`src/rtl/ce_stream_reader.sv`:
```
// ce_stream_reader
// Captures clock-enable-strobed words into a small circular buffer and
// re-presents them, oldest first, through a registered valid/ready handshake.
// Occupancy and a sticky overflow flag are exported for status readback.
module ce_stream_reader #(
   parameter int n     = 16,
   parameter int DEPTH = 4,
   parameter int AW    = 2
) (
   input  logic          clk,
   input  logic          rst,
   input  logic          in_ce,
   input  logic [n-1:0]  in_data,
   output logic          out_valid,
   output logic [n-1:0]  out_data,
   input  logic          out_ready,
   output logic [AW:0]   level,
   output logic          overflow,
   input  logic          clr_ovf
);

   logic [n-1:0]  mem [DEPTH];
   logic [AW-1:0] wr_ptr;
   logic [AW-1:0] rd_ptr;

   logic          full;
   logic          pop;
   logic          push;
   logic          drop;
   logic [AW-1:0] rd_next;
   logic [AW:0]   level_next;
   logic [n-1:0]  head_next;

   // Handshake decode: a pop in the same cycle frees the slot a full-buffer strobe needs.
   always_comb begin
      full    = (level == (AW+1)'(DEPTH));
      pop     = out_valid & out_ready;
      push    = in_ce & (~full | pop);
      drop    = in_ce & full & ~pop;
      rd_next = rd_ptr + AW'(pop);

      // NOTE: every always_comb output gets a default first, so no path can
      // leave it unassigned and infer a latch.
      level_next = level;
      if (push && !pop)
         level_next = level + 1'b1;
      else if (pop && !push)
         level_next = level - 1'b1;

      // The word landing this cycle may be the next head (empty buffer, or a
      // level-1 buffer with push and pop together), so bypass it from in_data.
      head_next = mem[rd_next];
      if (push && (wr_ptr == rd_next))
         head_next = in_data;
   end

   // Buffer storage: written on push, never reset.
   // NOTE: the storage array carries no reset; level and the pointers alone
   // decide which entries are meaningful, and leaving it unreset keeps it a
   // plain RAM instead of a bank of resettable flops.
   always_ff @(posedge clk) begin
      if (!rst && push)
         mem[wr_ptr] <= in_data;
   end

   // Pointers, occupancy and sticky overflow.
   // NOTE: sequential state uses non-blocking assignments so every register
   // samples the pre-edge values regardless of statement order.
   always_ff @(posedge clk) begin
      if (rst) begin
         wr_ptr   <= '0;
         rd_ptr   <= '0;
         level    <= '0;
         overflow <= 1'b0;
      end else begin
         if (push)
            wr_ptr <= wr_ptr + 1'b1;
         rd_ptr <= rd_next;
         level  <= level_next;
         if (drop)
            overflow <= 1'b1;
         else if (clr_ovf)
            overflow <= 1'b0;
      end
   end

   // Registered output stage: head word and its valid flag; data holds when empty.
   always_ff @(posedge clk) begin
      if (rst) begin
         out_valid <= 1'b0;
         out_data  <= '0;
      end else begin
         out_valid <= (level_next != '0);
         if (level_next != '0)
            out_data <= head_next;
      end
   end

endmodule

```
`config.mk`:
```
export PLATFORM = sky130hd
export DESIGN_NAME = ce_stream_reader
export DESIGN_NICKNAME = d
export VERILOG_FILES = /design/src/rtl/ce_stream_reader.sv
export SDC_FILE = /design/constraint.sdc
export NUM_CORES = 1
export LEC_CHECK = 0
export ABC_AREA = 1
export CAP_MARGIN = 40
export CORE_UTILIZATION = 45
export CTS_CLUSTER_DIAMETER = 150
export DETAILED_ROUTE_END_ITERATION = 8
export PLACE_DENSITY_LB_ADDON = 0.25
export RECOVER_POWER = 25
export SLEW_MARGIN = 20
export SYNTH_ARGS = -nofsm -noshare
export SYNTH_HDL_FRONTEND = slang
export SYNTH_SLANG_ARGS = --single-unit
export TNS_END_PERCENT = 5
```
`constraint.sdc`:
```
create_clock -name clk -period 4.4 [get_ports clk]
set_input_delay 0.66 -clock clk [delete_from_list [all_inputs] [get_ports clk]]
set_output_delay 0.66 -clock clk [all_outputs]
set_load 0.005 [all_outputs]
```
== Word-level counts from Yosys, hierarchy flattened ==
Memories as Yosys holds them, arrays and structs flattened. A register that Yosys moved wholly into a read port is not among the register bits.
Cells that the tools add are included.
Word-level totals
  flip-flop bits (word level): 9
  output and inout bits: 21
  logic and storage cells: 32
  memories kept: 1
  RAM bits: 64
  input bits: 21
Memories
  mem: depth 4, width 16, rd ports 1, clocked after memory_dff 1, write ports 1, line 22  | logic [n-1:0] mem [DEPTH];
Cells by class
  equality and inequality tests: 1
  reductions and logical operators: 8
  bitwise logic cells: 7
  $add $sub $neg: 4
  mux-type cells: 6
Operator list (number)
  3-bit 2-to-1 mux: 2
  1-bit bitwise AND: 4
  1-bit 2-to-1 mux: 4
  3-bit by 1-bit adder with 3-bit output, second input constant: 1
  3-bit == test, second input constant: 1
  1-bit logical AND: 3
  1-bit logical NOT: 3
  3-bit nonzero test: 1
  3-bit by 1-bit subtractor with 3-bit output, second input constant: 1
  2-bit by 1-bit adder with 2-bit output: 1
  2-bit by 1-bit adder with 2-bit output, second input constant: 1
  1-bit inverter: 2
  2-bit nonzero test: 1
  1-bit bitwise OR: 1

== Longest topological paths before layout ==
  depth after elaboration: 9
  depth in mapped cells: 15
  gate-level depth less buffers: 14

== Least setup slack after synthesis ==
OpenSTA, ideal clock, no wires.
  path kind: input to register
  from: input port rst
  to: memory mem[0][0] (enable)
  buffers on the path: 1
  arrival: 1.789 ns
  slack: 2.222 ns
  required time: 4.011 ns
  stages: 4
  setup time: 0.389 ns
  cells stage by stage: buf_2 > inv_2 > nand3_2 > nor2_1
Between the ends
  word-level cells in the longest chain between the ends: 4
RTL lines
  from (decl): line 11  | input logic rst,
  1-bit logical NOT: line 62  | if (!rst && push)
  1-bit logical AND: line 62
  1-bit 2-to-1 mux: line 62
  1-bit 2-to-1 mux (implied by the code): line 63  | mem[wr_ptr] <= in_data;
  to (decl): line 22
No other way between the ends.

== Final worst setup path ==
  from: input port out_ready
  to: register out_data[3], read port of mem
Between the ends
  elaborated cells between the ends (all ways): 11
  those cells by class: 1 x add/sub; 2 x mux; 3 x bitwise; 5 x reduce/logical
RTL lines
  from (decl): line 16  | input logic out_ready,
  1-bit bitwise AND: line 37  | pop = out_valid & out_ready;
  2-bit by 1-bit adder with 2-bit output: line 40  | rd_next = rd_ptr + AW'(pop);
  via rd_next[0]: line 30  | logic [AW-1:0] rd_next;
  to (decl): line 15  | output logic [n-1:0] out_data,
The timed path passes the listed nets, and every way through them passes these cells.
A chain may end at the register's enable or synchronous reset.

==> metrics.txt <==
placed cell count=~550; sequential fraction of the synthesis area=0.5881; # DRC=8; CTS tree=done; Min-Delay Path Depth=2; routability cong.=0.8080; critical path, cell by cell=clkdlybuf4s50_1 -> nand2_2 -> inv_1 -> ha_1 -> buf_6 -> xor2_1 -> nor2_4 -> nand2_4 -> nand2_1 -> nand2_1 -> nor2_1 -> nor2_1; #FFs+latches synth=89; Crit Path Class=in -> reg; Register-to-Register Setup Slack=1.88 ns; Reg area=around 0.0024 mm²; Root Buffer=clkbuf_8; Critical R2R Launch=out_valid; Post-CTS Resized=0; PortBufs=41; Synth Warn #=0; starting density of the core=0.4677; WL/cell=14.54 µm; CORE AREA=0.008806 mm²; layout cells sized above 1=0.1688; CTS clk-pin slew, worst paths=about 0.090 ns; Vias=2,845; fmax=339.7 MHz; worst skew pair latency=0.36 ns; Routed Antenna Nets=0; Final Hold Vio Count=0; WL final=8285 µm; period utilization=0.6691; # Max-Cap Violations=0; HPWL after DPL=5578 µm; Post CTS Setup Buffer Count=0; number of fill cells=751; post-route insts no fill=570; Area Overhead vs Synth=17.07%; initial antenna violation count=0; vias per inst=4.991; CP required=4.66 ns; largest net degree at the start of global routing=21; Rows=34; Hold Path Class=reg -> reg; CTS Hold Bufs=0; Congestion Overflow GR=0; Worst Hold Launch=overflow; TritonRoute pass-1 iters=7; failing checks=design-rule violations; Post-Synthesis Cells=413; vias in the first global route=2,732; Distinct cells, synth=26; status=finished with violations; drt first-iter violations=~160; RSZ-0062 raised after global routing=false; Syn Area/Cell=9.973 µm²; CP Launch Type=input pin; Die Wd=97.67 µm; diodes inserted=0; CTS max path bufs=2; global-route wire length before repair=13,680 µm; Crit Path Max Fanout=18; H-tree lvl count=3; post-route clock skew=0.01044 ns; worst stage delay on the critical path=0.62 ns; CP arrival=3.20 ns; FF-to-FF End=out_data[3]; max-slew violations=0; DIE AREA=0.009539 mm²; most frequent cells in the layout=nand2_1 (95), edfxtp_1 (64), nor2_1 (45), inv_1 (33), nand3_1 (33); Reg2Reg Depth=11; Rel. slew slack=0.4886; IO Pins=42; setup TNS=0 ns; Slew @ Worst Pin=0.7653 ns; Pleak=~1.9 nW; syn nets=442; Multi-input gate area=~0.0014 mm²; nets=a little under 500; minimum clock period=~2.9 ns; Worst VDD drop=0.1932 mV; Die Y=97.67 µm; synthesized area=0.004119 mm²; Final Setup Violations=0; Slowest cell on crit path=ha_1; most common cell after layout, fill and taps aside=nand2_1; Critical Path Sink Type=register; hold path endpoint=overflow; PD cells=436.8 mW/mm²; total track usage=0.1872; CTS Buf Count=9; clock sink count=89
## registers in the layout, indices dropped and copies added (netlist names)
register / count
mem: 64
out_data: 16
level: 3
rd_ptr: 2
wr_ptr: 2
out_valid: 1
overflow: 1
## stage by stage
step | utilization | total power, mW | hold WS, ns | area [µm²] | setup slack, ns
2_1_floorplan | - | 1.371 | 0.4786 | 4119 | 2.222
3_3_place_gp | 0.5232 | 1.543 | 0.4689 | 4607 | 0.9358
3_5_place_dp | 0.5244 | 1.555 | 0.4735 | 4618 | 1.094
4_1_cts | 0.5476 | 2.129 | 0.4963 | 4822 | 1.473
5_1_grt | 0.5476 | 2.229 | 0.5253 | 4822 | 1.247
6_report | 0.5476 | 2.106 | 0.4908 | 4822 | 1.456
## cell families (layout without fill, tap and decap cells)
logic type	Yosys count	in the layout	synth area share
flip-flops	89	89	0.5881
adder cells (fa/ha/maj)	8	8	0.02430
XOR/XNOR	1	1	0.002127
AO/OA/AOI/OAI	39	39	0.06865
AND/OR/NAND/NOR	222	222	0.2555
buffers and inverters	54	103	0.06136
## synthesized netlist by cell type (all sizes together)
cell / number / share of area
xor2: 1 / 0.0021
edfxtp: 64 / 0.47
nand4: 1 / 0.0015
dfxtp: 25 / 0.12
nand2: 103 / 0.10
or2: 32 / 0.049
o211ai: 32 / 0.058
o21ai: 2 / 0.0024
buf: 9 / 0.020
clkbuf: 7 / 0.0064
ha: 8 / 0.024
nand3: 38 / 0.054
a21oi: 5 / 0.0079
nor2: 48 / 0.051
inv: 38 / 0.035
## power breakdown
| part | internal, mW | total [mW] | switching [mW] |
|---|---|---|---|
| registers | 0.961 | 0.995 | 0.0340 |
| clock network | 0.271 | 0.575 | 0.303 |
| logic | 0.236 | 0.536 | 0.300 |
| total | 1.47 | 2.11 | 0.637 |
## routing by layer
| layer | global-route usage | vias up | routed length [µm] |
|---|---|---|---|
| li1 | - | 1460 | - |
| met1 | 0.2599 | 1304 | 3948 |
| met2 | 0.2941 | 73 | 3788 |
| met3 | 0.03453 | 8 | 444 |
| met4 | 0.06643 | 0 | 102 |
| met5 | 0 | - | 0 |
## layout make-up
cell class	instances	share of cell area
Multi-Input combinational cell	270	0.2994
Inverter	38	0.02958
Clock inverter	6	0.01583
Timing Repair Buffer	49	0.09834
Clock buffer	10	0.02647
Tap cell	108	0.02802
Sequential cell	89	0.5023
## worst max path at each step
stage / cells after the start / endpoint / startpoint
2_1_floorplan: 4 / mem[0][0] / rst
3_3_place_gp: 11 / out_data[3] / out_ready
3_5_place_dp: 12 / out_data[3] / out_ready
4_1_cts: 12 / out_data[3] / out_ready
5_1_grt: 15 / out_data[3] / out_ready
6_report: 12 / out_data[3] / out_ready
## critical path: cells and delay by family
| kind | cells | cell delay (ns) |
|---|---|---|
| xor+xnor | 1 | 0.11 |
| fa+ha+maj | 1 | 0.62 |
| buf+inv | 3 | 0.75 |
| simple gates | 7 | 1.04 |
Note: power is estimated with default switching activity, not from simulation.
